File: src/rtl/alu_cmd_sequencer_if.sv
// -----------------------------------------------------------------------------
// alu_cmd_sequencer_if
//
// Purpose : Bundles every non-clock/reset signal of the command sequencer so
//           the sequencer and its environment connect through one port.
//
// Signals :
//   rx_data[7:0]   command byte from the UART RX path
//   rx_valid       rx_data valid
//   rx_ready       sequencer accepts a byte this cycle
//   alu_a/alu_b    operands to the arithmetic unit (OPER_WIDTH)
//   alu_fun[3:0]   operation select
//   arith_enable   one-cycle execute strobe
//   arith_out      registered arithmetic result (RES_WIDTH)
//   arith_flag     result valid, the cycle after arith_enable
//   carry_out      result carry/borrow
//   tx_data[7:0]   result byte toward the TX FIFO
//   tx_valid       tx_data valid
//   tx_ready       downstream accepts a byte
//   busy           sequencer is not idle
//   frame_err      one-cycle pulse on a rejected header byte
//
// Modports:
//   master - the sequencer itself
//   slave  - the environment (byte source, arithmetic unit, TX sink)
// -----------------------------------------------------------------------------
interface alu_cmd_sequencer_if #(
   parameter int OPER_WIDTH = 16,
   parameter int RES_WIDTH  = 32
);

   logic [7:0]            rx_data;
   logic                  rx_valid;
   logic                  rx_ready;
   logic [OPER_WIDTH-1:0] alu_a;
   logic [OPER_WIDTH-1:0] alu_b;
   logic [3:0]            alu_fun;
   logic                  arith_enable;
   logic [RES_WIDTH-1:0]  arith_out;
   logic                  arith_flag;
   logic                  carry_out;
   logic [7:0]            tx_data;
   logic                  tx_valid;
   logic                  tx_ready;
   logic                  busy;
   logic                  frame_err;

   modport master (
      input  rx_data, rx_valid,
      output rx_ready,
      output alu_a, alu_b, alu_fun, arith_enable,
      input  arith_out, arith_flag, carry_out,
      output tx_data, tx_valid,
      input  tx_ready,
      output busy, frame_err
   );

   modport slave (
      output rx_data, rx_valid,
      input  rx_ready,
      input  alu_a, alu_b, alu_fun, arith_enable,
      output arith_out, arith_flag, carry_out,
      input  tx_data, tx_valid,
      output tx_ready,
      input  busy, frame_err
   );

endinterface

File: src/rtl/alu_cmd_sequencer.sv
// -----------------------------------------------------------------------------
// alu_cmd_sequencer
//
// Purpose : Initiator side of the arithmetic unit. Collects a 5-byte command
//           frame (header, A_lo, A_hi, B_lo, B_hi) from a byte stream, fires a
//           one-cycle arith_enable, captures the result on arith_flag, and
//           streams the 32-bit result out LSB first over valid/ready.
//           Divide by zero (alu_fun[1:0]==3, B==0) skips the arithmetic unit
//           and returns 32'hFFFF_FFFF with carry set.
//
// Ports   :
//   clk   system clock
//   rst   synchronous, active-high reset
//   bus   alu_cmd_sequencer_if.master (rx byte stream, arithmetic unit
//         interface, tx byte stream, busy, frame_err)
//
// Options :
//   ALU_STATUS_BYTE_EN  when defined, a 5th byte {6'b0, div_by_zero, carry}
//                       follows the four result bytes.
// -----------------------------------------------------------------------------
module alu_cmd_sequencer #(
   parameter int OPER_WIDTH = 16,  // two bytes per operand
   parameter int RES_WIDTH  = 32   // four result bytes
) (
   input  logic                clk,
   input  logic                rst,
   alu_cmd_sequencer_if.master bus
);

   typedef enum logic [2:0] {
      IDLE,
      GET_A0,
      GET_A1,
      GET_B0,
      GET_B1,
      EXEC,
      WAIT,
      SEND
   } state_t;

   localparam logic [3:0] HDR_TAG = 4'hA;

`ifdef ALU_STATUS_BYTE_EN
   localparam logic [2:0] LAST_IDX = 3'd4;
`else
   localparam logic [2:0] LAST_IDX = 3'd3;
`endif

   state_t                state_q,     state_d;
   logic [OPER_WIDTH-1:0] alu_a_q,     alu_a_d;
   logic [OPER_WIDTH-1:0] alu_b_q,     alu_b_d;
   logic [3:0]            alu_fun_q,   alu_fun_d;
   logic [RES_WIDTH-1:0]  result_q,    result_d;
   logic                  carry_q,     carry_d;
   logic                  div0_q,      div0_d;
   logic [2:0]            idx_q,       idx_d;
   logic                  frame_err_q, frame_err_d;

   logic       rx_ready_c;
   logic       rx_fire;
   logic       arith_enable_c;
   logic [7:0] tx_byte;

   assign rx_ready_c = (state_q inside {IDLE, GET_A0, GET_A1, GET_B0, GET_B1});
   assign rx_fire    = bus.rx_valid && rx_ready_c;

   // -------------------------------------------------------------------------
   // Next-state and datapath load logic
   // -------------------------------------------------------------------------
   always_comb begin
      // NOTE: every target gets its hold value first, so no path through the
      // case statement can leave a signal unassigned and infer a latch.
      state_d        = state_q;
      alu_a_d        = alu_a_q;
      alu_b_d        = alu_b_q;
      alu_fun_d      = alu_fun_q;
      result_d       = result_q;
      carry_d        = carry_q;
      div0_d         = div0_q;
      idx_d          = idx_q;
      frame_err_d    = 1'b0;
      arith_enable_c = 1'b0;

      case (state_q)
         IDLE: begin
            if (rx_fire) begin
               if (bus.rx_data[7:4] == HDR_TAG) begin
                  alu_fun_d = bus.rx_data[3:0];
                  state_d   = GET_A0;
               end else begin
                  frame_err_d = 1'b1;
               end
            end
         end
         GET_A0: begin
            if (rx_fire) begin
               alu_a_d[7:0] = bus.rx_data;
               state_d      = GET_A1;
            end
         end
         GET_A1: begin
            if (rx_fire) begin
               alu_a_d[15:8] = bus.rx_data;
               state_d       = GET_B0;
            end
         end
         GET_B0: begin
            if (rx_fire) begin
               alu_b_d[7:0] = bus.rx_data;
               state_d      = GET_B1;
            end
         end
         GET_B1: begin
            if (rx_fire) begin
               alu_b_d[15:8] = bus.rx_data;
               state_d       = EXEC;
            end
         end
         EXEC: begin
            idx_d = 3'd0;
            if ((alu_fun_q[1:0] == 2'b11) && (alu_b_q == '0)) begin
               // Divide by zero never reaches the arithmetic unit.
               result_d = '1;
               carry_d  = 1'b1;
               div0_d   = 1'b1;
               state_d  = SEND;
            end else begin
               arith_enable_c = 1'b1;
               div0_d         = 1'b0;
               state_d        = WAIT;
            end
         end
         WAIT: begin
            if (bus.arith_flag) begin
               result_d = bus.arith_out;
               carry_d  = bus.carry_out;
               state_d  = SEND;
            end
         end
         SEND: begin
            if (bus.tx_ready) begin
               if (idx_q == LAST_IDX) begin
                  idx_d   = 3'd0;
                  state_d = IDLE;
               end else begin
                  idx_d = idx_q + 3'd1;
               end
            end
         end
         default: state_d = IDLE;
      endcase
   end

   // -------------------------------------------------------------------------
   // State and datapath registers
   // -------------------------------------------------------------------------
   always_ff @(posedge clk) begin
      // NOTE: non-blocking assignments so every register samples the values
      // from before this edge, independent of statement order.
      if (rst) begin
         state_q     <= IDLE;
         alu_a_q     <= '0;
         alu_b_q     <= '0;
         alu_fun_q   <= '0;
         result_q    <= '0;
         carry_q     <= 1'b0;
         div0_q      <= 1'b0;
         idx_q       <= 3'd0;
         frame_err_q <= 1'b0;
      end else begin
         state_q     <= state_d;
         alu_a_q     <= alu_a_d;
         alu_b_q     <= alu_b_d;
         alu_fun_q   <= alu_fun_d;
         result_q    <= result_d;
         carry_q     <= carry_d;
         div0_q      <= div0_d;
         idx_q       <= idx_d;
         frame_err_q <= frame_err_d;
      end
   end

   // -------------------------------------------------------------------------
   // Result byte select. Index 4 (status) is only reachable when the status
   // byte is enabled; keeping it in the mux in both builds is harmless.
   // -------------------------------------------------------------------------
   always_comb begin
      case (idx_q)
         3'd0:    tx_byte = result_q[7:0];
         3'd1:    tx_byte = result_q[15:8];
         3'd2:    tx_byte = result_q[23:16];
         3'd3:    tx_byte = result_q[31:24];
         default: tx_byte = {6'b0, div0_q, carry_q};
      endcase
   end

   // -------------------------------------------------------------------------
   // Outputs: all decoded from registered state, so they only move on edges.
   // -------------------------------------------------------------------------
   assign bus.rx_ready     = rx_ready_c;
   assign bus.alu_a        = alu_a_q;
   assign bus.alu_b        = alu_b_q;
   assign bus.alu_fun      = alu_fun_q;
   assign bus.arith_enable = arith_enable_c;
   assign bus.tx_valid     = (state_q == SEND);
   assign bus.tx_data      = (state_q == SEND) ? tx_byte : 8'h00;
   assign bus.busy         = (state_q != IDLE);
   assign bus.frame_err    = frame_err_q;

endmodule

File: src/flat_wrapper.sv
// flat-port wrapper written by rule: the top's interface ports become plain ports
module alu_cmd_sequencer_flat 
#(
   parameter int OPER_WIDTH = 16,                          
   parameter int RES_WIDTH  = 32                       
)
  (clk, rst, bus_rx_data, bus_rx_valid, bus_rx_ready, bus_alu_a, bus_alu_b, bus_alu_fun, bus_arith_enable, bus_arith_out, bus_arith_flag, bus_carry_out, bus_tx_data, bus_tx_valid, bus_tx_ready, bus_busy, bus_frame_err);
  alu_cmd_sequencer_if #(.OPER_WIDTH(OPER_WIDTH), .RES_WIDTH(RES_WIDTH)) bus_i ();
  input  logic clk;
  input  logic rst;
  input wire logic [$bits(bus_i.rx_data)-1:0] bus_rx_data;
  input wire logic [$bits(bus_i.rx_valid)-1:0] bus_rx_valid;
  output wire logic [$bits(bus_i.rx_ready)-1:0] bus_rx_ready;
  output wire logic [$bits(bus_i.alu_a)-1:0] bus_alu_a;
  output wire logic [$bits(bus_i.alu_b)-1:0] bus_alu_b;
  output wire logic [$bits(bus_i.alu_fun)-1:0] bus_alu_fun;
  output wire logic [$bits(bus_i.arith_enable)-1:0] bus_arith_enable;
  input wire logic [$bits(bus_i.arith_out)-1:0] bus_arith_out;
  input wire logic [$bits(bus_i.arith_flag)-1:0] bus_arith_flag;
  input wire logic [$bits(bus_i.carry_out)-1:0] bus_carry_out;
  output wire logic [$bits(bus_i.tx_data)-1:0] bus_tx_data;
  output wire logic [$bits(bus_i.tx_valid)-1:0] bus_tx_valid;
  input wire logic [$bits(bus_i.tx_ready)-1:0] bus_tx_ready;
  output wire logic [$bits(bus_i.busy)-1:0] bus_busy;
  output wire logic [$bits(bus_i.frame_err)-1:0] bus_frame_err;
  assign bus_i.rx_data = bus_rx_data;
  assign bus_i.rx_valid = bus_rx_valid;
  assign bus_rx_ready = bus_i.rx_ready;
  assign bus_alu_a = bus_i.alu_a;
  assign bus_alu_b = bus_i.alu_b;
  assign bus_alu_fun = bus_i.alu_fun;
  assign bus_arith_enable = bus_i.arith_enable;
  assign bus_i.arith_out = bus_arith_out;
  assign bus_i.arith_flag = bus_arith_flag;
  assign bus_i.carry_out = bus_carry_out;
  assign bus_tx_data = bus_i.tx_data;
  assign bus_tx_valid = bus_i.tx_valid;
  assign bus_i.tx_ready = bus_tx_ready;
  assign bus_busy = bus_i.busy;
  assign bus_frame_err = bus_i.frame_err;
  alu_cmd_sequencer #(.OPER_WIDTH(OPER_WIDTH), .RES_WIDTH(RES_WIDTH)) u_core (.clk(clk), .rst(rst), .bus(bus_i));
endmodule
File: config.mk
export PLATFORM = sky130hd
export DESIGN_NAME = alu_cmd_sequencer_flat
export DESIGN_NICKNAME = d
export VERILOG_FILES = /design/src/rtl/alu_cmd_sequencer_if.sv /design/src/rtl/alu_cmd_sequencer.sv /design/src/flat_wrapper.sv
export SDC_FILE = /design/constraint.sdc
export NUM_CORES = 1
export LEC_CHECK = 0
export ABC_CLOCK_PERIOD_IN_PS = 2150
export BUFFER_PORTS_ARGS = -buffer_cell sky130_fd_sc_hd__buf_2
export CORE_MARGIN = 4
export CORE_UTILIZATION = 45
export DETAILED_ROUTE_END_ITERATION = 6
export HOLD_SLACK_MARGIN = 0.1
export PLACE_DENSITY = 0.7
export SYNTH_ARGS = -nofsm -noshare
export SYNTH_HDL_FRONTEND = slang
export SYNTH_SLANG_ARGS = --single-unit
File: constraint.sdc
create_clock -name clk -period 2.15 [get_ports clk]
set_input_delay 0.3225 -clock clk [delete_from_list [all_inputs] [get_ports clk]]
set_output_delay 0.3225 -clock clk [all_outputs]
set_load 0.005 [all_outputs]
==> results.md <==
* Final Cycle Share at 0.9882
* Seq/Total Area, Yosys at 0.4465
* Area grow syn2layout at 26.10%
* Mapped Nets at 448
* Min-delay src: bus_rx_data[4]
* Pwr per Cell Area at 640.0 nW/um^2
* Dpl hpwl at 6.539 mm
* IO buf count at 94
* Full die area at 9136 sq um
* Share of cells above drive strength 1 at 0.3462
* Logic gate share of total power at 0.040
* CP Capture Type: output pin
* Max Transition Viols Final at 0
* RePlAce Congestion at 0.8051
* Cell Rows at 31
* Final wirelength at 9.164 mm
* Hold_ws at 254.9 ps
* Worst-Margin Slew at 562.8 ps
* Seq cells post-synth at 77
* Sequential share of power at 0.513
* Die height at 95.59 um
* CTS tree: done
* H-tree Lvls at 3
* Fin Setup TNS at 0 ps
* Synth Warn # at 0
* Clock Path Buffers at 2
* Top cell type's share of synthesized area at 0.4465
* Synth area leader: dfxtp_1
* Sw Share at 0.2231
* Pleak at 1.792 nW
* Max Cap Viol at 0
* Vias at 3147
* Relative slew slack at 0.6197
* Clock sinks at 77
* Fmax at 470.7 MHz
* GR Overflow Total at 0
* Endpoints failing setup at 0
* Largest net degree at the start of global routing at 50
* R2r startpoint: u_core.bus.alu_b[2]
* Reg clk slew, reported paths at 90 ps
* Clk network pwr share at 0.448
* Num CTS Buffers at 9
* P_int at 2.164 mW
* Crit path time final at 2125 ps
* R2R Setup Slk at 190 ps
* Ant. Diodes at 0
* Post-Syn Instances at 398
* Fill count at 649
* Arrival time at the worst endpoint at 1800 ps
* Reg2reg end: u_core.result_q[19]
* Clock Latency Late Sink at 360 ps
* Crit path required time at 1830 ps
* Post-Syn Area at 3452 sq um
* First-pass GRT wire length at 14.73 mm
* Number of global-route vias before repair at 3055
* Clk root buf: clkbuf_8
* VDD IR max at 0.0004418 V
* Worst Reg-to-Reg Cells at 6
* Avg Inst Size Synth at 8.674 sq um
* Core box area at 7370 sq um
* Endpoints failing hold at 0
* Wire length per cell at 15.53 um
* Initial antenna violation count at 0
* Top post-synthesis cells by area: dfxtp_1 45%, nor3_1 7.2%, nor3_2 6.1%
* Crit Path Max Fanout at 6
* Startpoint types: flop
* Nets at 536
* Layout Cells excl Fill at 590
* Initial drt markers at 184
* Sw power at 0.6214 mW
* Cell depth of the worst hold path at 3
* Yosys cell types at 35
* Pwr Total at 2.786 mW
* Die Wd at 95.59 um
* Dpl cells at 574
* Worst Clk Skew at 15.69 ps
* RSZ-0062 raised after global routing: true
* I/O Pins at 95
* DR pass1 iterations at 4
* CP Class: reg2out
* Worst Hold Path EP: u_core.bus.alu_a[12]
* Status: complete, no violations
* Vias per cell at 5.334
* All-Layer GR Usage at 0.2070
* Min-Delay Path Class: in2reg
* ANT nets after route at 0
* Initial core utilization at 0.4684
* Finished Core Util at 0.5907
* Remaining DRCs at 0
## synthesized netlist by cell type (all sizes together)
| cell type | n |
|---|---|
| buf | 9 |
| nand2 | 55 |
| o22ai | 1 |
| and3 | 2 |
| o32ai | 1 |
| nor3b | 1 |
| a22oi | 16 |
| nor3 | 71 |
| and4 | 1 |
| mux2i | 12 |
| nand3b | 2 |
| a21o | 1 |
| nor2 | 18 |
| nand3 | 8 |
| o21bai | 1 |
| dfxtp | 77 |
| or3 | 3 |
| nor4 | 2 |
| a21oi | 42 |
| o41ai | 1 |
| ha | 4 |
| o21ai | 3 |
| clkbuf | 21 |
| or4 | 2 |
| nor2b | 35 |
| a31oi | 1 |
| nor4bb | 1 |
| nand2b | 1 |
| inv | 6 |
## kinds of logic after synthesis
logic type | after synthesis | synth area share
simple gates | 202 | 0.3393
flops | 77 | 0.4465
compound gates | 67 | 0.1142
buf+inv | 36 | 0.05074
mux | 12 | 0.03480
fa+ha+maj | 4 | 0.01450
## power groups by stage
stage	Combinational (mW)	Sequential (mW)	Clock, mW
floorplan	0.0362	1.46	0
global placement	0.109	1.46	0
detailed placement	0.110	1.46	0
CTS	0.110	1.43	1.27
global route	0.119	1.43	1.32
finish	0.110	1.43	1.25
## final cells by class
cell class | instances | area [sq um] | share of cell area
Multi-Input combinational cell | 285 | 1826 | 0.4194
Tap cell | 99 | 123.9 | 0.02846
Clock buffer | 10 | 137.6 | 0.03162
Timing Repair Buffer | 107 | 596.8 | 0.1371
Sequential cell | 77 | 1550 | 0.3561
Inverter | 6 | 25.02 | 0.005749
Clock inverter | 6 | 93.84 | 0.02156
## metrics by stage
step	worst slack, ps	instance area, sq um
final	25.32	4353
after global routing	-21.13	4353
after CTS	3.580	4287
after detailed placement	2.604	4024
after global placement	211.0	4024
after floorplan	173.1	3452
## state kept, by name, summed over array words and instances (netlist names)
signal	cells
u_core.div0_q	1
u_core.bus.alu_fun	4
u_core.idx_q	3
u_core.result_q	32
u_core.bus.frame_err	1
u_core.bus.alu_b	16
u_core.carry_q	1
u_core.bus.alu_a	16
u_core.state_q	3
## placed cells by master, fill, tap and decap left out, drive strengths merged, types with 3 or more instances in the layout
| cell type | Yosys | layout |
|---|---|---|
| nand3 | 8 | 8 |
| a22oi | 16 | 16 |
| nor2b | 35 | 35 |
| dfxtp | 77 | 77 |
| o21ai | 3 | 3 |
| inv | 6 | 7 |
| clkbuf | 21 | 10 |
| nand2 | 55 | 55 |
| nor3 | 71 | 71 |
| a21oi | 42 | 42 |
| nor2 | 18 | 18 |
| or3 | 3 | 3 |
| mux2i | 12 | 12 |
| buf | 9 | 107 |
| ha | 4 | 4 |
## metal layers
metal	routed length, um	vias up	track usage
met5	0	-	0
met4	142	0	0.06991
met3	653	14	0.06235
met2	4349	107	0.3312
met1	4018	1469	0.2654
li1	-	1557	-
## repair_timing
action,CTS,global route
buffers inserted,0,0
hold buffers,0,0
setup endpoints to repair,8,10
pin swaps,2,3
gates resized for setup,7,16
## how the worst max path moves through the flow
stage                          from             end  slack [ps]
floorplan           u_core.idx_q[0]  bus_tx_data[2]         170
detailed placement  u_core.idx_q[0]  bus_tx_data[4]           3
global placement    u_core.idx_q[0]  bus_tx_data[4]         210
CTS                 u_core.idx_q[0]  bus_tx_data[4]           4
finish              u_core.idx_q[1]  bus_tx_data[4]          30
global route        u_core.idx_q[1]  bus_tx_data[2]         -20
## critical path, cell delays in order (launching register included)
cell	delay, ps
dfxtp_4	390
inv_4	50
ha_4	160
o41ai_4	420
or3_4	230
a21oi_1	60
buf_2	140
Note: power is estimated with default switching activity, not from simulation.
